### src/rtl/agc_mon_timing_rx_if.sv
// rtl/agc_mon_timing_rx_if.sv - AGC monitor timing pins: timepulses and GOJAM in, start/stop out
interface agc_mon_timing_rx_if;
  logic [11:0] MT;
  logic        MGOJAM;
  logic        MSTRT;
  logic        MSTP;

  // AGC side: drives timepulses and GOJAM, receives start/stop
  modport master (output MT, output MGOJAM, input MSTRT, input MSTP);
  // Monitor side
  modport slave (input MT, input MGOJAM, output MSTRT, output MSTP);
endinterface

### src/rtl/agc_mon_timing_rx.sv
// rtl/agc_mon_timing_rx.sv - AGC monitor timing endpoint: MT order tracker, MCT counter, MSTRT/MSTP
module agc_mon_timing_rx #(
  parameter int SYNC_STAGES = 2,
  parameter int PULSE_CYC   = 250,
  parameter int TIMEOUT_CYC = 2048,
  parameter int CNT_W       = 32
) (
  input  logic                SIM_CLK,
  input  logic                SIM_RST,
  agc_mon_timing_rx_if.slave  agc,
  input  logic                start_req,
  input  logic                stop_set,
  input  logic                stop_clr,
  output logic [3:0]          tp_index,
  output logic                locked,
  output logic                mct_strobe,
  output logic [CNT_W-1:0]    mct_count,
  output logic                seq_err,
  output logic                gojam_seen,
  output logic                stalled
);

  localparam int WD_W = $clog2(TIMEOUT_CYC + 1);
  localparam int PC_W = (PULSE_CYC > 1) ? $clog2(PULSE_CYC) : 1;

  typedef enum logic {HUNT, TRACK} trk_state_t;
  typedef enum logic {IDLE, PULSE} strt_state_t;

  trk_state_t  trk_state;
  strt_state_t strt_state;

  logic [12:0]     sync_q [SYNC_STAGES];
  logic [11:0]     mt_prev;
  logic [WD_W-1:0] wd;
  logic [PC_W-1:0] pulse_cnt;
  logic            start_prev;
  logic            mstrt_q;
  logic            mstp_q;

  logic [11:0] mt_s;
  logic        gojam_s;
  logic [11:0] mt_edge;
  logic        any_edge;
  logic        multi_hot;
  logic [3:0]  exp_tp;
  logic [11:0] exp_mask;
  logic        wd_hit;

  assign mt_s      = sync_q[SYNC_STAGES-1][11:0];
  assign gojam_s   = sync_q[SYNC_STAGES-1][12];
  assign mt_edge   = mt_s & ~mt_prev;
  assign any_edge  = |mt_edge;
  assign multi_hot = (mt_s & (mt_s - 12'd1)) != 12'd0;
  assign exp_tp    = (tp_index == 4'd12) ? 4'd1 : tp_index + 4'd1;
  assign exp_mask  = 12'd1 << (exp_tp - 4'd1);
  // Fires on the cycle the watchdog reaches its limit
  assign wd_hit    = !any_edge && (wd == WD_W'(TIMEOUT_CYC - 1));

  assign agc.MSTRT = mstrt_q;
  assign agc.MSTP  = mstp_q;

  // Synchronize MT and MGOJAM together and keep the previous sample for edge detect
  always_ff @(posedge SIM_CLK or posedge SIM_RST) begin
    if (SIM_RST) begin
      for (int i = 0; i < SYNC_STAGES; i++) sync_q[i] <= '0;
      mt_prev <= '0;
    end else begin
      sync_q[0] <= {agc.MGOJAM, agc.MT};
      for (int i = 1; i < SYNC_STAGES; i++) sync_q[i] <= sync_q[i-1];
      mt_prev <= mt_s;
    end
  end

  // Watchdog: any MT edge restarts it; saturates at the limit and flags a stall
  always_ff @(posedge SIM_CLK or posedge SIM_RST) begin
    if (SIM_RST) begin
      wd      <= '0;
      stalled <= 1'b0;
    end else if (any_edge) begin
      wd      <= '0;
      stalled <= 1'b0;
    end else if (wd != WD_W'(TIMEOUT_CYC)) begin
      wd <= wd + 1'b1;
      if (wd_hit) stalled <= 1'b1;
    end
  end

  // Timepulse tracker; GOJAM beats a stall, which beats normal sequencing
  always_ff @(posedge SIM_CLK or posedge SIM_RST) begin
    if (SIM_RST) begin
      trk_state  <= HUNT;
      tp_index   <= 4'd0;
      locked     <= 1'b0;
      mct_strobe <= 1'b0;
      mct_count  <= '0;
      seq_err    <= 1'b0;
      gojam_seen <= 1'b0;
    end else begin
      mct_strobe <= 1'b0;
      if (gojam_s) begin
        trk_state  <= HUNT;
        tp_index   <= 4'd0;
        locked     <= 1'b0;
        gojam_seen <= 1'b1;
      end else if (wd_hit) begin
        trk_state <= HUNT;
        tp_index  <= 4'd0;
        locked    <= 1'b0;
      end else begin
        case (trk_state)
          HUNT: begin
            if (mt_edge == 12'h001 && !multi_hot) begin
              trk_state <= TRACK;
              tp_index  <= 4'd1;
              locked    <= 1'b1;
              mct_count <= '0;
            end
          end
          TRACK: begin
            if (multi_hot || (any_edge && mt_edge != exp_mask)) begin
              seq_err   <= 1'b1;
              trk_state <= HUNT;
              tp_index  <= 4'd0;
              locked    <= 1'b0;
            end else if (any_edge) begin
              tp_index <= exp_tp;
              if (exp_tp == 4'd1) begin
                mct_strobe <= 1'b1;
                mct_count  <= mct_count + 1'b1;
              end
            end
          end
          default: trk_state <= HUNT;
        endcase
      end
    end
  end

  // MSTRT generator: one fixed-width pulse per start_req rising edge, no queueing
  always_ff @(posedge SIM_CLK or posedge SIM_RST) begin
    if (SIM_RST) begin
      strt_state <= IDLE;
      start_prev <= 1'b0;
      pulse_cnt  <= '0;
      mstrt_q    <= 1'b0;
    end else begin
      start_prev <= start_req;
      case (strt_state)
        IDLE: begin
          if (start_req && !start_prev) begin
            strt_state <= PULSE;
            pulse_cnt  <= '0;
            mstrt_q    <= 1'b1;
          end
        end
        PULSE: begin
          if (pulse_cnt == PC_W'(PULSE_CYC - 1)) begin
            strt_state <= IDLE;
            mstrt_q    <= 1'b0;
          end else begin
            pulse_cnt <= pulse_cnt + 1'b1;
          end
        end
        default: strt_state <= IDLE;
      endcase
    end
  end

  // MSTP level: set/clear, simultaneous request holds
  always_ff @(posedge SIM_CLK or posedge SIM_RST) begin
    if (SIM_RST) mstp_q <= 1'b0;
    else if (stop_set && !stop_clr) mstp_q <= 1'b1;
    else if (stop_clr && !stop_set) mstp_q <= 1'b0;
  end

endmodule

### src/flat_wrapper.sv
// flat-port wrapper written by rule: the top's interface ports become plain ports
module agc_mon_timing_rx_flat 
#(
  parameter int SYNC_STAGES = 2,
  parameter int PULSE_CYC   = 250,
  parameter int TIMEOUT_CYC = 2048,
  parameter int CNT_W       = 32
)
  (SIM_CLK, SIM_RST, start_req, stop_set, stop_clr, tp_index, locked, mct_strobe, mct_count, seq_err, gojam_seen, stalled, agc_MT, agc_MGOJAM, agc_MSTRT, agc_MSTP);
  agc_mon_timing_rx_if agc_i ();
  input  logic SIM_CLK;
  input  logic SIM_RST;
  input  logic start_req;
  input  logic stop_set;
  input  logic stop_clr;
  output logic [3:0] tp_index;
  output logic locked;
  output logic mct_strobe;
  output logic [CNT_W-1:0] mct_count;
  output logic seq_err;
  output logic gojam_seen;
  output logic stalled;
  input wire logic [$bits(agc_i.MT)-1:0] agc_MT;
  input wire logic [$bits(agc_i.MGOJAM)-1:0] agc_MGOJAM;
  output wire logic [$bits(agc_i.MSTRT)-1:0] agc_MSTRT;
  output wire logic [$bits(agc_i.MSTP)-1:0] agc_MSTP;
  assign agc_i.MT = agc_MT;
  assign agc_i.MGOJAM = agc_MGOJAM;
  assign agc_MSTRT = agc_i.MSTRT;
  assign agc_MSTP = agc_i.MSTP;
  agc_mon_timing_rx #(.SYNC_STAGES(SYNC_STAGES), .PULSE_CYC(PULSE_CYC), .TIMEOUT_CYC(TIMEOUT_CYC), .CNT_W(CNT_W)) u_core (.SIM_CLK(SIM_CLK), .SIM_RST(SIM_RST), .agc(agc_i), .start_req(start_req), .stop_set(stop_set), .stop_clr(stop_clr), .tp_index(tp_index), .locked(locked), .mct_strobe(mct_strobe), .mct_count(mct_count), .seq_err(seq_err), .gojam_seen(gojam_seen), .stalled(stalled));
endmodule
### config.mk
export PLATFORM = sky130hd
export DESIGN_NAME = agc_mon_timing_rx_flat
export DESIGN_NICKNAME = d
export VERILOG_FILES = /design/src/rtl/agc_mon_timing_rx_if.sv /design/src/rtl/agc_mon_timing_rx.sv /design/src/flat_wrapper.sv
export SDC_FILE = /design/constraint.sdc
export NUM_CORES = 1
export LEC_CHECK = 0
export BUFFER_PORTS_ARGS = -buffer_cell sky130_fd_sc_hd__clkbuf_2
export CAP_MARGIN = 10
export CORE_MARGIN = 2
export CORE_UTILIZATION = 40
export CTS_CLUSTER_SIZE = 8
export DETAILED_ROUTE_END_ITERATION = 10
export HOLD_SLACK_MARGIN = 0.06
export PLACE_DENSITY = 0.67
export SLEW_MARGIN = 10
export SYNTH_ARGS = -nofsm -noshare
export SYNTH_HDL_FRONTEND = slang
export SYNTH_SLANG_ARGS = --single-unit
### constraint.sdc
create_clock -name SIM_CLK -period 4.8 [get_ports SIM_CLK]
set_clock_uncertainty 0.1 [all_clocks]
set_input_delay 0.48 -clock SIM_CLK [delete_from_list [all_inputs] [get_ports SIM_CLK]]
set_output_delay 0.48 -clock SIM_CLK [all_outputs]
set_load 0.05 [all_outputs]
# Yosys cells after proc, flatten, opt, wreduce, memory -nomap -nowiden
# Cells that the tools add are included.
# word_totals
ff_bits	104
output_inout_bits	43
elab_cells	116
# op_classes
add_sub_neg	6
eq_ne	17
n_shift	1
muxes	44
n_bitwise	7
reduce_logical	24
# op_table
cell	count
$mux 32	4
$pmux 32 s2	1
$add 32x1->32 const B	1
$and 12x12->12	2
$mux 12	2
$mux 4	6
$mux 1	23
$mux 8	2
$pmux 8 s2	1
$add 12x1->12 const B	1
$eq 12x1->1 const B	1
$eq 12x11->1 const B	1
$ne 12x12->1	1
$ne 12x12->1 const B	1
$not 12->12	1
$reduce_bool 12->1	1
$reduce_or 12->1	1
$shl 1x4->12 const A	1
$sub 12x1->12 const B	1
$ne 2x2->1 const B	5
$reduce_and 2->1	5
$add 8x1->8 const B	1
$eq 8x8->1 const B	1
$pmux 1 s2	4
16 further kinds	31

# Logic depth before layout (Yosys ltp)
# logic_depth
word_depth	11
depth_mapped	15
depth_no_buf	11

# Least setup slack after synthesis
# Ideal clock, no wire load.
# synth_path
path_type	register to register
start	reg u_core.tp_index[0]
end	reg u_core.mct_count[18]
setup_ns	0.076
arrival_ns	3.930
t_required_ns	4.624
slack_ns	0.693
stages_incl_launch_ff	14
synth_period_minus_slack_ns	4.107
cell_sequence	dfrtp_1 > inv_1 > ha_1 > o311a_4 > or4_4 > and2_4 > buf_6 > nor3_1 > o221ai_2 > or4b_1 > buf_2 > buf_6 > or4_1 > o21ai_1
# synth_between
elab_chain_cells	9
elab_cells_between_ends	12
classes_between	add/sub: 2; eq/ne: 5; shift: 1; mux: 1; reduce/logical: 3
# synth_lines
element	line_no	text
start: declaration	agc_mon_timing_rx.sv:14	output logic [3:0] tp_index,
start signal: assignment	agc_mon_timing_rx.sv:126	tp_index <= exp_tp;
$add 4x1->4 / $eq 4x4->1 (equally long branches)	agc_mon_timing_rx.sv:54	assign exp_tp = (tp_index == 4'd12) ? 4'd1 : tp_index + 4'd1;
$mux 4 *	agc_mon_timing_rx.sv:54	
$sub 4x1->4	agc_mon_timing_rx.sv:55	assign exp_mask = 12'd1 << (exp_tp - 4'd1);
$shl 1x4->12	agc_mon_timing_rx.sv:55	
$ne 12x12->1	agc_mon_timing_rx.sv:120	if (multi_hot || (any_edge && mt_edge != exp_mask)) begin
$logic_and 1x1->1	agc_mon_timing_rx.sv:120	
$logic_or 1x1->1	agc_mon_timing_rx.sv:120	
$ne 2x2->1 (no source line)	-	
$reduce_and 6->1 (no source line) *	-	
end signal: assignment	agc_mon_timing_rx.sv:129	mct_count <= mct_count + 1'b1;
end: declaration	agc_mon_timing_rx.sv:17	output logic [CNT_W-1:0] mct_count,
# Every way passes the cells marked *; elsewhere a longest branch is shown, timed or not.
# A chain may end at the register's enable or synchronous reset.

# Worst setup path in the final report
# layout_path
start	reg u_core.tp_index[0]
end	reg u_core.mct_count[12]
# The elaborated chain is that of the path after synthesis.

==> out/qor.yml <==
totalWireLength_um: 12100
dieArea_um2: 14200
drc: 0
final_nets: 643
finalSetupViolations: 0
netlist_top_cells_area: "dfrtp_1, nor2_1, a31oi_1, nand3_1, nor3_1"
ir_worst_vdd_mv: 0.334
cts_hold_buf: 0
swShare_pct: 26.9
post_drt_wl_per_cell_um: 15.3
cts_made_buffers: 9
status: "completed"
worstPathArrival_ns: 4.44
p_switching_uw: 501
end_kind: "register"
met1_length_um: 5520
insertedDiodeCount: 0
max_freq_ghz: 0.234
cts_tree: "done"
synth.top_cell.area_share_pct: 49.0
post_cts_buffers: 0
async_reset_ff_share_pct: 100
yosysTopAreaCell: "dfrtp_1"
synth_common_cells: "dfrtp_1, nor2_1, nand2_1, nand3_1"
powerDensity_nw_per_um2: 305
ant_nets: 0
grt_antenna_before_repair: 0
cts_resized: 0
wl_met3_um: 786
min_period_ns: 4.28
clock_latency_ns: 0.36
place_ws_ns: 0.566
post-dp-hpwl_um: 8480
cp_max_fo: 15
yosysSeqAreaShare_pct: 49.0
drive_above_1_share_pct: 15.8
worst_slack_ns: 0.520
rows: 42
grt_pass1_wl_um: 20500
first_iter_violations: 342
cts.sinks: 104
maxCapViolCount: 0
start_util_pct: 40.6
die_y_um: 119
fin_setup_tns_ns: 0
synth_cells: 558
fin_crit_sh_pct: 89.2
gp_congestion: 0.894
io_buffers: 60
p_int_mw: 1.36
p_comb_share_pct: 7.8
grtUsageTotal_pct: 17.9
cp-start-kind: "register"
area_growth_syn_to_layout_pct: 14.9
syn_area_um2: 5320
grt_pass1_vias: 4237
grt_max_degree: 54
rsz0062_at_grt: "false"
ios: 61
synth-edff-count: 0
max-slew-margin-rel_pct: 47.1
p_leak_nw: 2.66
crit_required_ns: 4.96
path_class: "register to register"
synth_most_common_cell: "dfrtp_1"
drtPass1Iterations: 5
ys_warn_count: 0
syn-num-nets: 587
synth_flop_cell: "dfrtp_1"
vias_per_cell: 5.62
power.share.clock_pct: 39.7
seqPwrFrac_pct: 52.4
hold_class: "input pin to async pin"
dr_wl_met2_um: 5600
hold_viol_final: 0
top_layer: "met4"
avgSynthCellArea_um2: 9.53
grt-ovfl-total: 0
ys_ff_latch: 104
clk_pin_slew_ns: 0.08
die_w_um: 119
ys_types: 58
core_area_um2: 13100
htreeDepth: 3
report.final.slew_viol_count: 0
clock_path_buffers: 2
cts_root_buf: "clkbuf_16"
tightest_slew_ns: 0.789
vias: 4464
cell type report:
class / count / area [um2]
fill: 1227 / 6980
sequential: 104 / 2600
multi-input combinational: 398 / 2490
timing repair buffer: 69 / 368
clock buffer: 9 / 225
tap: 176 / 220
inverter: 32 / 123
clock inverter: 7 / 81.3
critical path, stage by stage (launching register included):
cell and delay (ns):
dfrtp_1 0.47, inv_1 0.14, ha_1 0.36, o311a_4 0.42, or4_4 0.51, and2_4 0.19, nor3_1 0.24, o221ai_2 0.20
or4b_1 0.82, buf_4 0.30, a32o_1 0.25, a21o_1 0.18
state kept, by name (all words and copies together) (netlist names):
signal and flops:
u_core.mt_s 12, u_core.strt_state 1, u_core.start_prev 1, u_core.agc.MSTP 1, u_core.tp_index 4, u_core.sync_q 13
u_core.mt_prev 12, u_core.agc.MSTRT 1, u_core.gojam_s 1, u_core.stalled 1, u_core.trk_state 1, u_core.locked 1
u_core.mct_strobe 1, u_core.gojam_seen 1, u_core.mct_count 32, u_core.wd 12, u_core.pulse_cnt 8, u_core.seq_err 1
layer usage:
metal,up-vias,GRT usage (%)
li1,2145,-
met1,2155,23.3
met2,145,28.1
met3,19,5.32
met4,0,6.85
met5,-,0
path summary, 6_finish.rpt:
path | startpoint | endpoint | slack [ns] | cells after the start
worst max-delay path | u_core.tp_index[0]$_DFFE_PP0P_ | u_core.mct_count[12]$_DFFE_PP0P_ | 0.52 | 11
worst min-delay path | SIM_RST | u_core.sync_q[25]$_DFF_PP0_ | 0.1 | 2
worst max register to register | u_core.tp_index[0]$_DFFE_PP0P_ | u_core.mct_count[12]$_DFFE_PP0P_ | 0.52 | 11
worst min register to register | u_core.sync_q[25]$_DFF_PP0_ | u_core.gojam_s$_DFF_PP0_ | 0.25 | 0
max in group asynchronous | SIM_RST | u_core.wd[3]$_DFFE_PP0P_ | 3.42 | 3
min in group SIM_CLK | agc_MT[7] | u_core.sync_q[20]$_DFF_PP0_ | 0.12 | 1
cell families after synthesis:
family	share of synthesized area [%]
muxes	1.95
AOI/OAI and AO/OA	14.6
xor gates and xnor gates	2.64
and+or+nand+nor	24.6
adders and majority gates	2.97
buffers and inverters	4.31
DFF	49.0
power by group through the flow:
stage	sequential [mW]	combinational [mW]	clock (mW)
detailed placement	0.993	0.146	0
global placement	0.989	0.141	0
finish	0.976	0.146	0.739
floorplan	0.989	0.103	0
global route	0.984	0.169	0.800
CTS	0.975	0.149	0.761
placed cells by master, fill, tap and decap left out, types with 3 or more instances in the layout:
| cell type | netlist | layout |
|---|---|---|
| dfrtp_1 | 104 | 104 |
| mux2_2 | 3 | 3 |
| nand3b_1 | 4 | 4 |
| a211oi_1 | 7 | 7 |
| o21ai_1 | 7 | 7 |
| clkbuf_2 | 0 | 60 |
| inv_1 | 30 | 29 |
| nor2b_1 | 12 | 12 |
| or4_1 | 11 | 11 |
| nor4_1 | 5 | 5 |
| a32oi_1 | 5 | 5 |
| or3_1 | 10 | 10 |
| nand4_1 | 15 | 15 |
| nor3_1 | 30 | 30 |
| o21ai_0 | 22 | 22 |
| and3_1 | 15 | 15 |
| a21oi_1 | 11 | 11 |
| nand3_1 | 31 | 31 |
| mux2i_1 | 7 | 7 |
| xor2_1 | 7 | 7 |
| or4b_1 | 3 | 3 |
| ha_1 | 11 | 11 |
| a21boi_0 | 4 | 4 |
| nand2_1 | 35 | 35 |
| a31oi_1 | 26 | 26 |
| nor2_1 | 49 | 49 |
| nand2b_1 | 8 | 8 |
| a32o_1 | 6 | 6 |
| xnor2_1 | 9 | 9 |
| nor3b_1 | 4 | 4 |
| buf_4 | 0 | 9 |
| a21o_1 | 10 | 10 |
| clkbuf_16 | 0 | 9 |
per-stage QoR:
step | hold slack, ns | total power, mW | instance area (um2) | instances | utilization, %
after CTS | 0.102 | 1.89 | 6110 | 795 | 46.7
after global placement | 0.233 | 1.13 | 5800 | 779 | 44.3
final | 0.0964 | 1.86 | 6110 | 795 | 46.7
after floorplan | 0.231 | 1.09 | 5320 | 558 | -
after global routing | 0.0963 | 1.95 | 6110 | 795 | 46.7
after detailed placement | 0.235 | 1.14 | 5800 | 779 | 44.3
Note: power is estimated with default switching activity, not from simulation.
